## config.mk

```make
export PLATFORM = sky130hd
export DESIGN_NAME = counter_sequencer
export DESIGN_NICKNAME = d
export VERILOG_FILES = /design/src/rtl/counter_sequencer.sv
export SDC_FILE = /design/constraint.sdc
export NUM_CORES = 1
export LEC_CHECK = 0
export ABC_AREA = 1
export CAP_MARGIN = 5
export CORE_MARGIN = 8
export CORE_UTILIZATION = 40
export DETAILED_ROUTE_END_ITERATION = 6
export GPL_ROUTABILITY_DRIVEN = 0
export GPL_TIMING_DRIVEN = 0
export HOLD_SLACK_MARGIN = 0.06
export PLACE_DENSITY = 0.65
export SYNTH_ARGS = -nofsm -noshare
export SYNTH_HDL_FRONTEND = slang
export SYNTH_SLANG_ARGS = --single-unit
export TNS_END_PERCENT = 20
```

## constraint.sdc

```tcl
create_clock -name clk -period 1.25 [get_ports clk]
set_input_delay 0.25 -clock clk [delete_from_list [all_inputs] [get_ports clk]]
set_output_delay 0.25 -clock clk [all_outputs]
set_load 0.05 [all_outputs]
```

## src/rtl/counter_sequencer.sv

```systemverilog
`default_nettype none
// ============================================================================
// Module      : counter_sequencer
// Description : Sequences a 4-bit counter datapath through one or more
//               clear/count runs of a requested length.
// Revision    : 1.0  initial release
// ============================================================================
module counter_sequencer #(
    parameter int WIDTH  = 4,
    parameter int RUNS_W = 4
) (
    input  logic              clk,
    input  logic              rst,
    input  logic              start,
    input  logic [WIDTH-1:0]  target,
    input  logic [RUNS_W-1:0] runs,
    input  logic              abort,
    input  logic [WIDTH-1:0]  q,
    output logic              cnt_rst,
    output logic              cnt_en,
    output logic              busy,
    output logic              done,
    output logic              aborted,
    output logic              err,
    output logic [RUNS_W-1:0] run_idx
);

    typedef enum logic [1:0] {
        ST_IDLE  = 2'd0,
        ST_CLEAR = 2'd1,
        ST_RUN   = 2'd2,
        ST_DONE  = 2'd3
    } state_t;

    state_t            r_state;
    logic [WIDTH-1:0]  r_target_m1;
    logic [RUNS_W-1:0] r_last_idx;
    logic [RUNS_W-1:0] r_run_idx;
    logic              r_cnt_rst;
    logic              r_cnt_en;
    logic              r_busy;
    logic              r_done;
    logic              r_aborted;
    logic              r_err;

    logic              w_run_end;
    logic              w_last_run;

    // The run ends on the edge that takes the counter from target-1 to target.
    assign w_run_end  = r_cnt_en && (q == r_target_m1);
    assign w_last_run = (r_run_idx == r_last_idx);

    always_ff @(posedge clk or posedge rst) begin
        if (rst) begin
            r_state     <= ST_IDLE;
            r_target_m1 <= '0;
            r_last_idx  <= '0;
            r_run_idx   <= '0;
            r_cnt_rst   <= 1'b1;
            r_cnt_en    <= 1'b0;
            r_busy      <= 1'b0;
            r_done      <= 1'b0;
            r_aborted   <= 1'b0;
            r_err       <= 1'b0;
        end else begin
            r_done    <= 1'b0;
            r_aborted <= 1'b0;
            r_err     <= 1'b0;

            case (r_state)
                ST_IDLE: begin
                    r_cnt_rst <= 1'b1;
                    r_cnt_en  <= 1'b0;
                    r_busy    <= 1'b0;
                    if (start) begin
                        if (target != '0) begin
                            r_target_m1 <= target - 1'b1;
                            r_last_idx  <= (runs == '0) ? '0 : runs - 1'b1;
                            r_run_idx   <= '0;
                            r_state     <= ST_CLEAR;
                            r_busy      <= 1'b1;
                        end else begin
                            r_err <= 1'b1;
                        end
                    end
                end

                ST_CLEAR: begin
                    if (abort) begin
                        r_state   <= ST_IDLE;
                        r_cnt_rst <= 1'b1;
                        r_cnt_en  <= 1'b0;
                        r_busy    <= 1'b0;
                        r_aborted <= 1'b1;
                    end else begin
                        r_state   <= ST_RUN;
                        r_cnt_rst <= 1'b0;
                        r_cnt_en  <= 1'b1;
                        r_busy    <= 1'b1;
                    end
                end

                ST_RUN: begin
                    if (abort) begin
                        r_state   <= ST_IDLE;
                        r_cnt_rst <= 1'b1;
                        r_cnt_en  <= 1'b0;
                        r_busy    <= 1'b0;
                        r_aborted <= 1'b1;
                    end else if (w_run_end) begin
                        r_cnt_en <= 1'b0;
                        if (w_last_run) begin
                            r_state   <= ST_DONE;
                            r_cnt_rst <= 1'b0;
                            r_busy    <= 1'b0;
                            r_done    <= 1'b1;
                        end else begin
                            r_state   <= ST_CLEAR;
                            r_cnt_rst <= 1'b1;
                            r_busy    <= 1'b1;
                            r_run_idx <= r_run_idx + 1'b1;
                        end
                    end
                end

                ST_DONE: begin
                    // Counter is left un-reset here so the host can read the final count.
                    r_state   <= ST_IDLE;
                    r_cnt_rst <= 1'b1;
                    r_cnt_en  <= 1'b0;
                    r_busy    <= 1'b0;
                end

                default: begin
                    r_state   <= ST_IDLE;
                    r_cnt_rst <= 1'b1;
                    r_cnt_en  <= 1'b0;
                    r_busy    <= 1'b0;
                end
            endcase
        end
    end

    assign cnt_rst = r_cnt_rst;
    assign cnt_en  = r_cnt_en;
    assign busy    = r_busy;
    assign done    = r_done;
    assign aborted = r_aborted;
    assign err     = r_err;
    assign run_idx = r_run_idx;

endmodule
`default_nettype wire

```

==> results.json, run 1 <==
{
  "violations": "setup timing",
  "async_reset_ff_frac": 1.00,
  "tightest_slew_ps": 767,
  "htree_levels": 1,
  "clk_latency_ps": 310,
  "ios": 26,
  "p_int_mw": 1.90,
  "ant_nets": 0,
  "timing.critical_path.cells": "inv_2 -> ha_4 -> inv_4 -> nor2_4 -> nand2_2 -> o21bai_4 -> nand2_4 -> nand2_2 -> nand2_1",
  "fin_ws_ps": -129,
  "crit_path_frequent_cell": "nand2_2",
  "worstHoldPathType": "primary input to asynchronous set/reset pin",
  "worstPathArrival_ps": 1590,
  "period_share": 1.10,
  "maxSlewViolCount": 0,
  "p_per_area_mw_per_mm2": 2070,
  "fmax_mhz": 725,
  "drc": 0,
  "die_w_microns": 70.9,
  "setup_violations": 19,
  "post_layout_nonfiller_instances": 233,
  "combPwrFrac": 0.576,
  "ir_drop_v": 0.00115,
  "fin_nets": 223,
  "cpMaxStageDelayCell": "dfrtp_1",
  "vias_per_cell": 4.88,
  "numCtsBuffers": 3,
  "synthToLayoutAreaGrowth_pct": 38.5,
  "synth_fp_nets": 185,
  "path_max_fanout": 5,
  "final.setup.tns_ps": -1140,
  "grt_setup_unrepaired": "yes",
  "critPathRequiredTime_ps": 1470,
  "cts_tree": "yes",
  "syn_area_sq_mm": 0.00120,
  "drt_first_pass_iters": 4,
  "cts_root_buf": "clkbuf_4",
  "synth_top_area_frac": 0.395,
  "top_usage_layer": "met2",
  "io_buffer_count": 25,
  "routed_wl_microns": 2760,
  "endpoint_kind": "register",
  "multiInputGateArea_sq_um": 651,
  "p_sw_frac": 0.450,
  "row_count": 20,
  "grt_pass1_vias": 1139,
  "synth_top_cell_by_area": "dfrtp_1",
  "sequentialPowerShare": 0.310,
  "wire_per_inst_microns": 11.8,
  "grt_max_degree": 21,
  "grt_use_total": 0.109,
  "timing.slew.headroom": 0.488,
  "gr-usage-met3": 0.0339,
  "routed-via-count": 1136,
  "initialDrtViolationCount": 31,
  "grt_first_pass_wirelength_microns": 4550,
  "n_antenna_cell": 0,
  "yosys_warnings": 0,
  "outcome": "complete, but fails checks",
  "power.total_mw": 3.46,
  "synthFlopType": "dfrtp_1",
  "synth_area_leaders": "dfrtp_1 (40%), nand2_1 (17%), inv_1 (8.1%)",
  "dp_cells": 221,
  "fin_crit_ps": 1380,
  "drv_cap": 0,
  "cts_max_path_buffers": 2,
  "core_sq_mm": 0.00295,
  "die_area_sq_mm": 0.00502,
  "syn_inst": 163,
  "ys_seq_area_frac": 0.417,
  "ys_types": 23,
  "skew_ps": 8.19,
  "power.switching_mw": 1.56,
  "antenna_found_initial": 0,
  "fillers": 281,
  "criticalPathCategory": "register to register",
  "grt-ovfl-total": 0,
  "synth_edf_count": 0,
  "die_y_microns": 70.9,
  "dp.final_hpwl_microns": 2030,
  "clkPwrFrac": 0.113,
  "p_leak_nw": 0.832,
  "start_util": 0.408,
  "hold_viol": 0,
  "clk_pin_slew_worst_paths_ps": 120,
  "grtUsageMet2": 0.193,
  "clock-sinks": 20,
  "start_kind": "register",
  "drive_gt1_frac": 0.275,
  "syn_area_per_cell_sq_um": 7.38,
  "gr-usage-met1": 0.117,
  "seq_area_sq_um": 508,
  "cts_hold_buffers": 0,
  "slowest_delay_ps": 410,
  "synth-seq-cells": 20
}
==> cells in the final DEF (no fill, tap or decap), types with 2 or more instances in the layout <==
cell type / instances
clkdlybuf4s50_1: 15
nand2_4: 2
o21ai_0: 11
buf_4: 10
ha_1: 3
xnor2_1: 4
nor2_2: 3
nor2_1: 11
inv_2: 5
dfrtp_1: 14
nand3_2: 2
a21oi_1: 5
dfrtp_2: 5
clkdlybuf4s15_2: 4
nand2_2: 6
ha_4: 2
o21ai_1: 2
inv_1: 21
nand3_1: 8
nand2_1: 49
clkbuf_4: 4
buf_6: 3
==> critical path: cells and delay by family, from the launching register on <==
| kind | cells | cell delay, ps |
|---|---|---|
| AOI/OAI and AO/OA | 1 | 220 |
| DFF | 1 | 410 |
| adders and majority gates | 1 | 150 |
| buffers and inverters | 2 | 130 |
| and+or+nand+nor | 5 | 380 |
==> routing by layer <==
| metal | up-vias | part of all wire |
|---|---|---|
| met5 | - | 0 |
| met4 | 0 | 0.0058 |
| met3 | 2 | 0.055 |
| met2 | 19 | 0.51 |
| met1 | 534 | 0.43 |
| li1 | 581 | - |
==> worst paths after layout <==
path,startpoint,slack [ps],cells after the start,endpoint
setup reg to reg,r_state[0],-130,9,run_idx[1]
setup / recovery,r_state[0],-130,9,run_idx[1]
min in group clk,cnt_rst,490,2,cnt_rst
hold reg to reg,cnt_rst,490,2,cnt_rst
max in group asynchronous,rst,350,2,run_idx[3]
hold / removal,rst,360,2,aborted
==> repair_timing <==
action,CTS,global route
endpoints found under the setup margin,27,26
gates cloned,0,0
buffers inserted,5,3
gates resized for setup,63,8
pin swaps,3,5
==> cell type report <==
| cell class | count | area share |
|---|---|---|
| plain buffers | 1 | 0.00676 |
| clock buffers | 4 | 0.0218 |
| inverters | 27 | 0.0623 |
| multi-input cells | 115 | 0.390 |
| flip-flops and latches | 20 | 0.305 |
| well taps | 33 | 0.0248 |
| repair buffers | 33 | 0.189 |
==> stage by stage <==
| step | setup WS, ps | utilization | area [sq um] | hold WS [ps] |
|---|---|---|---|---|
| global route | -204 | 0.564 | 1670 | 445 |
| global placement | -525 | 0.513 | 1510 | 455 |
| CTS | -119 | 0.550 | 1630 | 393 |
| detailed placement | -547 | 0.513 | 1510 | 456 |
| floorplan | -100 | - | 1220 | 213 |
| finish | -129 | 0.564 | 1670 | 357 |
==> kinds of logic after synthesis <==
logic type      Yosys count  synth area share
simple gates             84             0.299
flops                    20             0.417
buf+inv                  28            0.0883
compound gates           21             0.104
fa+ha+maj                 6            0.0624
xor+xnor                  4            0.0291
==> flip-flops by register name, indices dropped and copies added (netlist names) <==
name / flops
aborted: 1
busy: 1
cnt_en: 1
cnt_rst: 1
done: 1
err: 1
r_last_idx: 4
r_state: 2
r_target_m1: 4
run_idx: 4
==> power groups by stage <==
stage / registers [mW] / clock network, mW / logic (mW)
finish: 1.07 / 0.391 / 1.99
global placement: 1.09 / 0 / 1.64
floorplan: 1.33 / 0 / 0.984
global route: 1.11 / 0.426 / 2.19
CTS: 1.08 / 0.401 / 1.91
detailed placement: 1.10 / 0 / 1.67
==> synthesized netlist by cell type, types with 2 or more instances <==
library cell / count
inv_1: 26
nor2_2: 2
dfrtp_1: 19
a21oi_1: 5
ha_1: 6
nor2_1: 12
xnor2_1: 4
o21ai_0: 12
nand2_1: 55
nand3_1: 9
(Power assumes the default switching activity.)
==> inputs of run 2 (changes only) <==
--- a/config.mk
+++ b/config.mk
@@ -9,11 +9,12 @@
 export CAP_MARGIN = 5
 export CORE_MARGIN = 8
 export CORE_UTILIZATION = 40
+export CTS_CLUSTER_DIAMETER = 200
 export DETAILED_ROUTE_END_ITERATION = 6
 export GPL_ROUTABILITY_DRIVEN = 0
 export GPL_TIMING_DRIVEN = 0
-export HOLD_SLACK_MARGIN = 0.06
-export PLACE_DENSITY = 0.65
+export HOLD_SLACK_MARGIN = 0.03
+export PLACE_DENSITY = 0.62
 export SYNTH_ARGS = -nofsm -noshare
 export SYNTH_HDL_FRONTEND = slang
 export SYNTH_SLANG_ARGS = --single-unit
==> constraint.sdc (replaced) <==
create_clock -name clk -period 1.6 [get_ports clk]
set_input_delay 0.32 -clock clk [delete_from_list [all_inputs] [get_ports clk]]
set_output_delay 0.32 -clock clk [all_outputs]
set_load 0.05 [all_outputs]
==> results.json, run 2 (synthesis results as in run 1) <==
{
  "outcome": "finished clean",
  "maxSlewViolCount": 0,
  "sequentialPowerShare": 0.325,
  "cts_tree": "yes",
  "fmax_mhz": 644,
  "htree_levels": 1,
  "synthToLayoutAreaGrowth_pct": 30.1,
  "ff2ff_setup_slack_ps": 130,
  "cts_max_path_buffers": 2,
  "row_count": 20,
  "path_max_fanout": 2,
  "critPathBufInv": 1,
  "utilization": 0.531,
  "fillers": 291,
  "drt_first_pass_iters": 4,
  "start_kind": "register",
  "tightest_slew_ps": 751,
  "critPathTopFamily": "flip-flops",
  "timing.slew.headroom": 0.499,
  "die_area_sq_mm": 0.00502,
  "start_util": 0.408,
  "drv_cap": 0,
  "hold_viol": 0,
  "p_int_mw": 1.44,
  "final_common_cell": "nand2_1",
  "grt-ovfl-total": 0,
  "drc": 0,
  "p_per_area_mw_per_mm2": 1640,
  "worstHoldPathType": "primary input to asynchronous set/reset pin",
  "combPwrFrac": 0.509,
  "numCtsBuffers": 3,
  "timing.critical_path.cells": "clkdlybuf4s15_2",
  "design_area_sq_mm": 0.00157,
  "power.switching_mw": 1.14,
  "ant_nets": 0,
  "p_sw_frac": 0.442,
  "criticalPathCategory": "register to primary output",
  "place_area_sq_mm": 0.00150,
  "antenna_found_initial": 0,
  "grt_first_pass_wirelength_microns": 4630,
  "critical_path.startpoint": "cnt_rst",
  "cts_root_buf": "clkbuf_4",
  "routed-via-count": 1079,
  "grt_use_total": 0.111,
  "r2r-start": "r_state[1]",
  "period_share": 0.970,
  "p_leak_nw": 0.807,
  "drive_gt1_frac": 0.144,
  "fin_crit_ps": 1550,
  "clock-sinks": 20,
  "endpoint_kind": "primary output",
  "vias_per_cell": 4.75,
  "die_y_microns": 70.9,
  "dp_cells": 221,
  "critPathRequiredTime_ps": 1280,
  "n_antenna_cell": 0,
  "slowest_delay_ps": 550,
  "io_buffer_count": 25,
  "post_layout_nonfiller_instances": 227,
  "grt_pass1_vias": 1088,
  "wire_per_inst_microns": 11.7,
  "worstPathArrival_ps": 1230,
  "fin_nets": 217,
  "die_w_microns": 70.9,
  "seq_area_sq_um": 502,
  "initialDrtViolationCount": 35,
  "cpMaxStageDelayCell": "dfstp_2",
  "clk_pin_slew_worst_paths_ps": 130,
  "grt_setup_unrepaired": "yes",
  "dp.final_hpwl_microns": 2070,
  "cts_hold_buffers": 0,
  "clk_latency_ps": 310,
  "grt_max_degree": 21,
  "routed_wl_microns": 2650,
  "most-common-layout-cells": "nand2_1 (54), inv_1 (24), dfrtp_1 (19)",
  "clkPwrFrac": 0.165,
  "skew_ps": 8.53,
  "ios": 26,
  "core_sq_mm": 0.00295,
  "setup_violations": 0,
  "multiInputGateArea_sq_um": 611,
  "ir_drop_v": 0.000776
}
## run 2: changes by cell type in the layout (fill, tap and decap cells not counted), moves of 4 or more
cell / previous run / this run
buf_4: 10 / 2
dfrtp_1: 14 / 19
nand2_2: 6 / 2
dfrtp_2: 5 / 0
dlygate4sd2_1: 0 / 4
nand2_1: 49 / 54
## run 2: per-layer routing
metal	wire, microns	track usage
met5	0	0
met4	36	0.0531
met3	148	0.0353
met2	1220	0.188
met1	1240	0.122
## run 2: power groups by stage
stage	Sequential [mW]	Combinational [mW]	Clock (mW)
6_report	0.837	1.31	0.426
5_1_grt	0.865	1.47	0.446
4_1_cts	0.835	1.28	0.431
3_5_place_dp	0.845	1.30	0
3_3_place_gp	0.834	1.27	0
2_1_floorplan	1.03	0.753	0
## run 2: layout make-up
| type | count | share of cell area |
|---|---|---|
| Multi-Input combinational cell | 115 | 0.390 |
| Clock inverter | 1 | 0.0192 |
| Sequential cell | 20 | 0.320 |
| Tap cell | 33 | 0.0264 |
| Buffer | 1 | 0.00319 |
| Inverter | 27 | 0.0647 |
| Clock buffer | 3 | 0.0144 |
| Timing Repair Buffer | 27 | 0.162 |
## run 2: stage by stage
stage / setup TNS (ps) / worst slack (ps) / hold WS (ps) / total power, mW
5_1_grt: -74.7 / -33.1 / 510 / 2.78
4_1_cts: 0 / 19.8 / 463 / 2.54
2_1_floorplan: 0 / 116 / 283 / 1.78
6_report: 0 / 47.3 / 421 / 2.57
3_3_place_gp: -2970 / -261 / 456 / 2.10
3_5_place_dp: -3220 / -275 / 468 / 2.14
## run 2: timing repair
item	4_1_cts	5_1_grt
gates resized for setup	21	8
endpoints found under the setup margin	14	14
setup buffers	0	2
pin swaps	0	2
## run 2: final timing paths
path	end	cells after the start
worst min-delay path	aborted	2
min in group clk	cnt_rst	2
worst max register to register	run_idx[0]	8
max in group asynchronous	run_idx[3]	2
worst max-delay path	cnt_rst	1
worst min register to register	cnt_rst	2
